File: src/rtl/dac_frame_arbiter.sv
// Round-robin arbiter that shares one SPI dual-DAC link between two sample producers.
// Optional macro DAC_FRAME_ARBITER_LDAC_EN adds a spi_ldac_n strobe after each ch0+ch1 frame pair.
module dac_frame_arbiter #(
  parameter int   SPI_DIV  = 8,
  parameter int   CS_IDLE  = 4,
  parameter logic BUF_BIT  = 1'b0,
  parameter logic GA_N_BIT = 1'b1
) (
  input  logic        clk,
  input  logic        rst_n,
  input  logic [1:0]  req_valid,
  input  logic [11:0] req_data0,
  input  logic [11:0] req_data1,
  output logic [1:0]  req_ready,
  output logic        busy,
  output logic        last_ch,
`ifdef DAC_FRAME_ARBITER_LDAC_EN
  output logic        spi_ldac_n,
`endif
  output logic        spi_cs_n,
  output logic        spi_sck,
  output logic        spi_mosi
);

  localparam logic [1:0] ST_IDLE  = 2'd0;
  localparam logic [1:0] ST_SHIFT = 2'd1;
  localparam logic [1:0] ST_GAP   = 2'd2;

`ifdef DAC_FRAME_ARBITER_LDAC_EN
  localparam int GAP_LEN = (CS_IDLE > SPI_DIV) ? CS_IDLE : SPI_DIV;
`else
  localparam int GAP_LEN = CS_IDLE;
`endif
  localparam int DIV_W = $clog2(SPI_DIV + 1);
  localparam int GAP_W = $clog2(GAP_LEN + 1);

  logic [1:0]       state;
  logic [15:0]      frame;
  logic [3:0]       bit_cnt;
  logic [DIV_W-1:0] div_cnt;
  logic [GAP_W-1:0] gap_cnt;
  logic             grant;
  logic             capture;
  logic             div_done;
  logic             frame_done;

  // Contested requests go to the channel that was not served last.
  always_comb begin
    grant     = (req_valid == 2'b11) ? ~last_ch : req_valid[1];
    req_ready = 2'b00;
    if (state == ST_IDLE && req_valid != 2'b00)
      req_ready = grant ? 2'b10 : 2'b01;
    capture    = |(req_valid & req_ready);
    div_done   = (div_cnt == DIV_W'(SPI_DIV - 1));
    frame_done = (state == ST_SHIFT) && div_done && spi_sck && (bit_cnt == 4'd15);
  end

  assign busy = (state != ST_IDLE);

  always_ff @(posedge clk or negedge rst_n) begin
    if (!rst_n) begin
      state    <= ST_IDLE;
      frame    <= '0;
      bit_cnt  <= '0;
      div_cnt  <= '0;
      gap_cnt  <= '0;
      last_ch  <= 1'b1;
      spi_cs_n <= 1'b1;
      spi_sck  <= 1'b0;
      spi_mosi <= 1'b0;
    end else begin
      case (state)
        ST_IDLE: begin
          if (capture) begin
            frame    <= {grant, BUF_BIT, GA_N_BIT, 1'b1, grant ? req_data1 : req_data0};
            last_ch  <= grant;
            spi_cs_n <= 1'b0;
            spi_mosi <= grant;
            spi_sck  <= 1'b0;
            bit_cnt  <= '0;
            div_cnt  <= '0;
            state    <= ST_SHIFT;
          end
        end
        ST_SHIFT: begin
          if (div_done) begin
            div_cnt <= '0;
            if (!spi_sck) begin
              spi_sck <= 1'b1;
            end else begin
              // Data only moves on the falling edge so the DAC sees it stable while sck is high.
              spi_sck <= 1'b0;
              if (bit_cnt == 4'd15) begin
                spi_cs_n <= 1'b1;
                spi_mosi <= 1'b0;
                gap_cnt  <= '0;
                state    <= ST_GAP;
              end else begin
                bit_cnt  <= bit_cnt + 4'd1;
                spi_mosi <= frame[14];
                frame    <= {frame[14:0], 1'b0};
              end
            end
          end else begin
            div_cnt <= div_cnt + DIV_W'(1);
          end
        end
        ST_GAP: begin
          if (gap_cnt == GAP_W'(GAP_LEN - 1)) begin
            gap_cnt <= '0;
            state   <= ST_IDLE;
          end else begin
            gap_cnt <= gap_cnt + GAP_W'(1);
          end
        end
        default: state <= ST_IDLE;
      endcase
    end
  end

`ifdef DAC_FRAME_ARBITER_LDAC_EN
  logic             ch0_seen;
  logic [DIV_W-1:0] ldac_cnt;

  // Strobe only once a ch1 frame completes a pair that includes a fresh ch0 update.
  always_ff @(posedge clk or negedge rst_n) begin
    if (!rst_n) begin
      spi_ldac_n <= 1'b1;
      ch0_seen   <= 1'b0;
      ldac_cnt   <= '0;
    end else begin
      if (state == ST_IDLE && capture && !grant)
        ch0_seen <= 1'b1;
      if (frame_done && last_ch && ch0_seen) begin
        spi_ldac_n <= 1'b0;
        ldac_cnt   <= '0;
        ch0_seen   <= 1'b0;
      end else if (!spi_ldac_n) begin
        if (ldac_cnt == DIV_W'(SPI_DIV - 1))
          spi_ldac_n <= 1'b1;
        else
          ldac_cnt <= ldac_cnt + DIV_W'(1);
      end
    end
  end
`endif

endmodule
File: config.mk
export PLATFORM = sky130hd
export DESIGN_NAME = dac_frame_arbiter
export DESIGN_NICKNAME = d
export VERILOG_FILES = /design/src/rtl/dac_frame_arbiter.sv
export SDC_FILE = /design/constraint.sdc
export NUM_CORES = 1
export LEC_CHECK = 0
export ABC_CLOCK_PERIOD_IN_PS = 1500
export BUFFER_PORTS_ARGS = -buffer_cell sky130_fd_sc_hd__buf_2
export CAP_MARGIN = 20
export CORE_ASPECT_RATIO = 1.25
export CORE_MARGIN = 10
export CORE_UTILIZATION = 40
export DETAILED_ROUTE_END_ITERATION = 10
export GPL_TIMING_DRIVEN = 1
export PLACE_DENSITY = 0.61
export SETUP_SLACK_MARGIN = 0.15
export SLEW_MARGIN = 30
export SYNTH_ARGS = -nofsm -noshare
export SYNTH_HDL_FRONTEND = slang
export SYNTH_SLANG_ARGS = --single-unit
File: constraint.sdc
create_clock -name clk -period 1.5 [get_ports clk]
set_input_delay 0.3 -clock clk [delete_from_list [all_inputs] [get_ports clk]]
set_output_delay 0.3 -clock clk [all_outputs]
set_load 0.01 [all_outputs]
After elaboration in Yosys (flattened, before gate mapping)
Index checks and enable logic that the tools add are counted.
- register bits after elaboration: 32
- input bits: 28
- output and inout bits: 7
- word-level logic and storage cells: 81
- add/sub/neg operators: 3
- equality and inequality tests: 12
- multiplexer cells: 40
- bitwise operators: 2
- reductions and logical operators: 15
- operators by type and width (operator ; number):
    two-way mux 15 bit ; 4
    case mux 15 bit (2 select lines) ; 1
    two-way mux 4 bit ; 5
    case mux 4 bit (2 select lines) ; 2
    AND reduction 5 bit ; 3
    two-way mux 2 bit ; 7
    two-way mux 12 bit ; 1
    two-way mux 3 bit ; 4
    two-way mux 1 bit ; 11
    != test 2 bit (second input constant) ; 5
    adder 4 x 1 -> 4 bit (second input constant) ; 2
    AND reduction 4 bit ; 2
    nonzero test 2 bit ; 4
    case mux 1 bit (2 select lines) ; 3
    case mux 2 bit (3 select lines) ; 1
    case mux 3 bit (2 select lines) ; 1
    == test 2 bit (second input constant) ; 2
    == test 4 x 3 -> 1 bit (second input constant) ; 1
    == test 4 bit (second input constant) ; 1
    AND reduction 2 bit ; 2
    adder 3 x 1 -> 3 bit (second input constant) ; 1
    == test 3 x 2 -> 1 bit (second input constant) ; 1
    AND reduction 3 bit ; 1
    bitwise AND 2 bit ; 1
    other kinds (6) ; 6

Longest topological paths before layout
Gate-level depths: netlist of run 1.
- depth after elaboration: 8
- mapped depth: 6
- gate-level depth less buffers: 5

Least setup slack after synthesis of run 1
OpenSTA, ideal clock, no wires.
- kind: register to register
- start point: reg bit_cnt[0]
- end point: reg frame[10]
- setup time: 123 ps
- data arrival time: 1459 ps
- data required time: 1377 ps
- slack: -82 ps
- stages on the path, launching flop included: 6
- path buffers: 1
- period minus slack after synthesis: 1582 ps
- path through: dfrtp_1 -> ha_1 -> and3_1 -> o32ai_4 -> buf_4 -> a21oi_2
- cells in the longest elaborated chain, start to end: 3
- ends and longest elaborated chain (what ; RTL line ; source):
    from (decl) ; 39 ; logic [3:0] bit_cnt;
    from (signal assigned) ; 99 ; bit_cnt <= bit_cnt + 4'd1;
    == test 4 bit ; 93 ; if (bit_cnt == 4'd15) begin
    != test 2 bit (no line) ; -- ;
    AND reduction 5 bit (no line) ; -- ;
    to (signal assigned) ; 75 ; frame <= {grant, BUF_BIT, GA_N_BIT, 1'b1, grant ? req_data1 : req_data0};
    to (signal assigned) ; 101 ; frame <= {frame[14:0], 1'b0};
    to (decl) ; 38 ; logic [15:0] frame;
No other way between the ends.
A chain may end at the register's enable or synchronous reset.

Worst setup path in the final report of run 1
- start point: reg div_cnt[1]
- end point: reg frame[4]
- cells in the longest elaborated chain, start to end: 3
- ends and longest elaborated chain (what ; RTL line ; source):
    from (decl) ; 40 ; logic [DIV_W-1:0] div_cnt;
    from (signal assigned) ; 105 ; div_cnt <= div_cnt + DIV_W'(1);
    == test 4 x 3 -> 1 bit ; 54 ; div_done = (div_cnt == DIV_W'(SPI_DIV - 1));
    != test 2 bit (no line) ; -- ;
    AND reduction 5 bit (no line) ; -- ;
No other way between the ends.

==> results of run 1 <==
cell usage after synthesis, types with 2 or more instances:
cell type	instances
clkbuf_1	3
mux2i_1	2
nor2_1	20
a21oi_1	14
inv_1	8
buf_2	2
a21o_1	3
and3_1	2
dfstp_2	2
nor2b_1	2
dfrtp_1	30
nand2_1	23
buf_6	3
o2bb2ai_1	10
a21boi_0	2
nor2_2	3
a21oi_2	13
o21ai_0	12
ha_1	3
nand3_1	8
o41ai_1	2
worst min path at each step:
stage / depth (start not counted) / endpoint / from / slack, ns
3_5_place_dp: 2 / spi_sck / rst_n / 0.35
6_report: 2 / spi_sck / rst_n / 0.03
2_1_floorplan: 0 / bit_cnt[0] / rst_n / 0.004
3_3_place_gp: 2 / spi_sck / rst_n / 0.35
5_1_grt: 2 / div_cnt[3] / rst_n / 0.06
4_1_cts: 2 / frame[11] / rst_n / 0.05
metrics by stage:
stage / instance area [um2] / TNS [ns] / worst slack, ns / total power, uW
2_1_floorplan: 1770 / 0 / 0.0465 / 2820
3_3_place_gp: 2080 / 0 / 0.0398 / 3310
3_5_place_dp: 2080 / -0.00592 / -0.00592 / 3400
4_1_cts: 2360 / -0.0852 / -0.0179 / 4680
5_1_grt: 2550 / -1.14 / -0.117 / 5460
6_report: 2550 / -0.123 / -0.0263 / 5120
layout by cell type (no fill, tap or decap), types with 2 or more instances in the layout:
cell type  synthesis  routed
buf_2              2      32
dfrtp_1           30      28
nand2_1           23      22
buf_4              1      21
a21oi_2           13      14
a21oi_1           14      13
nor2_1            20      11
o2bb2ai_1         10      10
nor2_2             3       9
inv_1              8       7
nand3_1            8       7
clkbuf_8           0       7
buf_6              3       7
o21ai_0           12       6
o21ai_1            0       5
buf_12             0       5
nor2_4             0       3
a21o_1             3       3
mux2i_1            2       2
clkbuf_16          0       2
dfstp_2            2       2
dfrtp_2            0       2
power by group through the flow:
stage          sequential (uW)  combinational, uW  clock (uW)
3_3_place_gp              1440               1880           0
3_5_place_dp              1450               1940           0
2_1_floorplan             1420               1400           0
4_1_cts                   1450               2310         922
6_report                  1460               2760         904
5_1_grt                   1500               2990         961
per-layer routing:
| layer | part of all wire [%] | wire length, um |
|---|---|---|
| met4 | 1.6 | 76 |
| met1 | 40 | 1940 |
| met3 | 4.1 | 199 |
| met5 | 0 | 0 |
| met2 | 54 | 2600 |
registers in the layout (all words and copies together) (netlist names):
signal,cells
spi_mosi,1
div_cnt,4
last_ch,1
frame,15
state,2
spi_sck,1
spi_cs_n,1
bit_cnt,4
gap_cnt,3
critical path: stages (launching register included):
cell       delay [ns]
dfrtp_1          0.40
ha_4             0.17
nand4b_4         0.12
o32ai_4          0.31
buf_12           0.16
clkbuf_16        0.15
nor2_2           0.04
a21oi_2          0.10
cell type report:
type | instances | area, um2 | share of cell area (%)
clock inverters | 1 | 30.0 | 1.18
inverters | 8 | 30.0 | 1.18
flip-flops and latches | 32 | 806 | 31.6
well taps | 56 | 70.1 | 2.74
multi-input cells | 134 | 947 | 37.1
clock buffers | 7 | 96.3 | 3.77
repair buffers | 68 | 574 | 22.5
repair_timing:
item	in CTS	in global routing
endpoints found under the setup margin	28	30
resized for setup	17	19
pin swaps	6	7
cloned	1	3
setup buffers	9	7
kinds of logic (layout without fill, tap and decap cells):
family / after synthesis / after routing / synth area share (%)
mux: 2 / 2 / 1.16
buf+inv: 17 / 84 / 5.36
compound gates: 65 / 65 / 27.6
fa+ha+maj: 3 / 3 / 2.17
flops: 32 / 32 / 46.5
simple gates: 64 / 64 / 17.2
==> flow_summary_export.csv, run 1 <==
group,metric,value,unit
grt,grt_antenna_before_repair,0,
cells_and_area,stdcell_count,306,
sta,min_period,1.53,ns
sta,worst_pin_slew,0.424,ns
die,die_w,78.8,um
synthesis,synth_area_leader_cell,"dfrtp_1",
cells_and_area,drive_gt1_share,48.4,%
routing,finalWirelength,4820,um
sta,fmax,655,MHz
critical_path,r2r_cells,7,
critical_path,crit_path_end_kind,"register",
sta,drv_slew,0,
sta,finalSetupViolCount,10,
sta,finalHoldViolations,0,
placed_design,dpl.hpwl,3160,um
power,p_int,3230,uW
grt,overflow,0,
clock_network,clkTransAtPathRegs,0.07,ns
clock_network,htreeDepth,2,
grt,grt_pass1_vias,1662,
grt,gr-usage-met2,22.9,%
critical_path,cp-endpoint,"frame[4]",
synthesis,synth_seq_cells,32,
critical_path,required,1.71,ns
sta,whs,0.0350,ns
clock_network,hold_buffers,0,
synthesis,syn_inst,183,
clock_network,cts_tree,"yes",
placed_design,dp_cells,278,
routing,dr.pass1.iters,4,
critical_path,crit_arrival,1.73,ns
power,p_sw,1890,uW
routing,post_drt_wl_per_cell,15.8,um
critical_path,worstReg2RegEnd,"frame[4]",
synthesis,synth_area,1730,um2
synthesis,synth_edf_count,0,
die,core-area,4130,um2
cells_and_area,antenna_cells,0,
synthesis,ys.flop_type,"dfrtp_1",
critical_path,startpoint,"div_cnt[1]",
routing,drc_errors,0,
power,leakage,0.00117,uW
clock_network,cts_buffer_depth,2,
critical_path,worst-r2r-setup-slack,-0.03,ns
status,outcome,"complete, but fails checks",
placed_design,io_buffers,34,
critical_path,crit_fanout,8,
die,ioPinCount,35,
synthesis,syn_nets,214,
grt,use_met1,13.7,%
flow_run,cap_violations,0,
cells_and_area,syn_to_final_growth,47.9,%
grt,grt_first_pass_wirelength,7600,um
sta,skew,0.00762,ns
grt,grt_util_met3,3.83,%
sta,rsz0062_at_grt,"true",
grt,busiest_layer,"met2",
critical_path,startpoint_type,"register",
sta,post-route-worst-setup-slack,-0.0263,ns
synthesis,netlist.area_leader.share,43.5,%
synthesis,synthArstFlopShare,100,%
die,die_h,93.5,um
die,start_util,41.8,%
clock_network,numCtsBuffers,5,
power,switching_share,36.9,%
placed_design,place_congestion,0.723,
die,fp-row-count,26,
power,pwr-share-comb,53.8,%
sta,maxSlewHeadroom,71.7,%
critical_path,r2r-start,"div_cnt[1]",
synthesis,syn_avg_cell_area,9.44,um2
power,pwr-share-clk,17.6,%
cells_and_area,finalNetCount,280,
routing,drt_iter0_markers,140,
die,die_area,7360,um2
cells_and_area,final_core_util,61.8,%
grt,grt_usage,12.6,%
synthesis,seq_area_frac_synth,46.5,%
status,violations,"setup timing",
clock_network,clock_sinks,32,
synthesis,ys_warn_count,0,
routing,num_vias,1596,
power,pwr-share-seq,28.6,%
min_path,hp-class,"in -> async",
critical_path,criticalPathCategory,"reg -> reg",
routing,via_per_inst,5.22,
power,powerDensity,2010,nW/um2
grt,grt_max_degree,33,
clock_network,root_buffer,"clkbuf_8",
synthesis,synth.area.top_cells,"dfrtp_1 43%, a21oi_2 6.6%, o2bb2ai_1 5.1%",
sta,period_share,102,%
clock_network,clock_latency,0.28,ns
power,ir_drop,810,uV
routing,ant_nets,0,
cells_and_area,fillCellCount,356,
synthesis,ys_types,37,
Note: power is estimated with default switching activity, not from simulation.
==> run 2: changes to the inputs <==
--- a/config.mk
+++ b/config.mk
@@ -5,7 +5,8 @@
 export SDC_FILE = /design/constraint.sdc
 export NUM_CORES = 1
 export LEC_CHECK = 0
-export ABC_CLOCK_PERIOD_IN_PS = 1500
+export ABC_AREA = 1
+export ABC_CLOCK_PERIOD_IN_PS = 1550
 export BUFFER_PORTS_ARGS = -buffer_cell sky130_fd_sc_hd__buf_2
 export CAP_MARGIN = 20
 export CORE_ASPECT_RATIO = 1.25
@@ -13,7 +14,7 @@
 export CORE_UTILIZATION = 40
 export DETAILED_ROUTE_END_ITERATION = 10
 export GPL_TIMING_DRIVEN = 1
-export PLACE_DENSITY = 0.61
+export PLACE_DENSITY = 0.57
 export SETUP_SLACK_MARGIN = 0.15
 export SLEW_MARGIN = 30
 export SYNTH_ARGS = -nofsm -noshare
==> constraint.sdc (replaced) <==
create_clock -name clk -period 1.55 [get_ports clk]
set_input_delay 0.31 -clock clk [delete_from_list [all_inputs] [get_ports clk]]
set_output_delay 0.31 -clock clk [all_outputs]
set_load 0.01 [all_outputs]
==> run 2 against run 1 <==
  * The run now ends clean
  * Clock-buffer cell count down 1
  * Final area up 12%
  * Area after synthesis up 15%
  * Core utilization down 1.6 points
  * Synthesized cell count up 51%
  * Total power up 9.8%
  * Register-to-register slack better by 0.08 ns
  * Flip-flop and latch count unchanged
  * Sequential share of layout area down 3.6 points
  * Clock power down 33%
  * Critical endpoint is now req_ready[1]
==> flow_summary_export.csv, run 2 <==
group,metric,value,unit
status,outcome,"complete, no violations",
routing,drt_iter0_markers,89,
min_path,hp-class,"in -> async",
synthesis,synth_area,1990,um2
routing,drc_errors,0,
critical_path,crit_arrival,1.22,ns
grt,grt_first_pass_wirelength,8980,um
die,die_area,8210,um2
synthesis,synth.most_common_cell,"nand2_1",
synthesis,synthArstFlopShare,100,%
critical_path,worstReg2RegEnd,"frame[14]",
grt,grt_usage,12.8,%
power,leakage,0.00160,uW
synthesis,synth.area.top_cells,"dfrtp_1 38%, nand2_1 20%, inv_1 7.7%",
sta,fmax,655,MHz
cells_and_area,final_common_cell,"nand2_1",
sta,min_period,1.53,ns
die,core-area,4760,um2
die,die_h,98.8,um
die,die_w,83.1,um
synthesis,ys.flop_type,"dfrtp_1",
critical_path,worst-r2r-setup-slack,0.05,ns
sta,period_share,98.6,%
routing,ant_nets,0,
flow_run,cap_violations,0,
cells_and_area,top_regs,"frame (15), bit_cnt (4), div_cnt (4)",
clock_network,hold_buffers,0,
power,powerDensity,1960,nW/um2
clock_network,htreeDepth,2,
grt,overflow,0,
sta,finalHoldViolations,0,
cells_and_area,drive_gt1_share,38.5,%
routing,dr.pass1.iters,4,
critical_path,crit_fanout,3,
routing,post_drt_wl_per_cell,13.9,um
synthesis,synth_common_cells,"104 x nand2_1, 41 x inv_1, 30 x dfrtp_1, 20 x o21bai_1, 17 x nand3_1",
clock_network,cts_tree,"yes",
grt,grt_antenna_before_repair,0,
placed_design,io_buffers,34,
cells_and_area,layout_common_cells,"75 x nand2_1, 39 x inv_1, 33 x buf_2",
routing,via_per_inst,4.86,
cells_and_area,max_flop_register,"frame",
cells_and_area,largest_reg_flops,15,
routing,finalWirelength,5600,um
die,ioPinCount,35,
critical_path,criticalPathCategory,"reg -> out",
synthesis,synth_area_leader_cell,"dfrtp_1",
clock_network,cts_buffer_depth,2,
cells_and_area,fillCellCount,432,
synthesis,syn_avg_cell_area,7.20,um2
grt,grt_pass1_vias,1965,
cells_and_area,syn_to_final_growth,44.4,%
placed_design,dpl.hpwl,3600,um
critical_path,r2r-start,"state[0]",
synthesis,ys_types,29,
power,ir_drop,755,uV
critical_path,r2r_cells,9,
clock_network,clock_latency,0.28,ns
cells_and_area,postLayoutCellArea,2870,um2
cells_and_area,antenna_cells,0,
clock_network,numCtsBuffers,5,
die,start_util,41.7,%
critical_path,required,1.24,ns
synthesis,syn_nets,307,
synthesis,seq_area_frac_synth,40.4,%
critical_path,crit_path_end_kind,"output pin",
clock_network,clkTransAtPathRegs,0.07,ns
sta,drv_slew,0,
sta,maxSlewHeadroom,71.9,%
sta,finalSetupViolCount,0,
placed_design,place_congestion,0.796,
clock_network,clock_sinks,32,
sta,worst_pin_slew,0.422,ns
cells_and_area,finalNetCount,374,
synthesis,syn_inst,276,
placed_design,place_area,2300,um2
sta,rsz0062_at_grt,"true",
synthesis,ys_warn_count,0,
synthesis,synth_seq_cells,32,
sta,skew,0.00379,ns
die,fp-row-count,28,
grt,grt_max_degree,33,
sta,final.setup.tns,0,ns
cells_and_area,final_core_util,60.2,%
synthesis,synth_edf_count,0,
synthesis,netlist.area_leader.share,37.8,%
clock_network,root_buffer,"clkbuf_8",
routing,num_vias,1960,
critical_path,startpoint_type,"register",
==> run 2: where the power goes <==
part | switching (uW) | internal, uW | total, uW
Sequential | 238 | 1220 | 1460
Combinational | 1940 | 1620 | 3560
Clock | 303 | 305 | 608
==> run 2: area by class of cell <==
type	count	area, um2	share of cell area [%]
clock buffers	6	72.6	2.53
clock inverters	1	5.00	0.174
inverters	42	163	5.67
multi-input cells	192	1190	41.4
flip-flops and latches	32	803	28.0
well taps	60	75.1	2.62
repair buffers	70	564	19.7
==> run 2: kinds of logic (layout without fill, tap and decap cells) <==
group	after synthesis	after routing	share of synthesized area [%]
buffers and inverters	52	119	11.3
flip-flops	32	32	40.4
XOR/XNOR	2	2	0.881
AND/OR/NAND/NOR	152	152	33.5
AO/OA/AOI/OAI	35	35	12.0
adder cells (fa/ha/maj)	3	3	1.89
==> run 2: layer usage <==
metal	track usage (%)	part of all wire [%]	vias up	wire (um)
met5	0	0	-	0
li1	-	-	985	-
met1	14.5	43	927	2420
met4	4.33	1.0	0	56
met3	2.80	3.6	6	202
met2	23.0	52	42	2920
==> run 2: worst max-delay path: stages (launching register included) <==
cell and delay (ns):
dfstp_2 0.54, nand2_2 0.07, nand2_4 0.08, buf_6 0.11, nor2_4 0.03, buf_6 0.11
==> run 2: worst max path at each step <==
stage	startpoint	end	slack, ns
floorplan	bit_cnt[0]	frame[0]	0.16
global placement	bit_cnt[0]	frame[1]	0.12
detailed placement	div_cnt[0]	frame[0]	0.13
CTS	last_ch	req_ready[1]	0.002
global route	state[0]	frame[8]	-0.03
finish	last_ch	req_ready[1]	0.02
==> run 2: what timing repair did <==
| item | CTS | global route |
|---|---|---|
| endpoints found under the setup margin | 23 | 31 |
| gates cloned | 0 | 3 |
| gates resized for setup | 14 | 72 |
| pin swaps | 2 | 8 |
| buffers inserted | 10 | 7 |
==> run 2: through the flow <==
stage	setup slack (ns)	total power (uW)	cells	hold slack [ns]
final	0.0224	5620	403	0.0446
after global routing	-0.0347	6130	403	0.0670
after global placement	0.124	3810	376	0.365
after detailed placement	0.127	3840	376	0.361
after floorplan	0.162	3090	276	0.0144
after CTS	0.00217	4700	393	0.0560
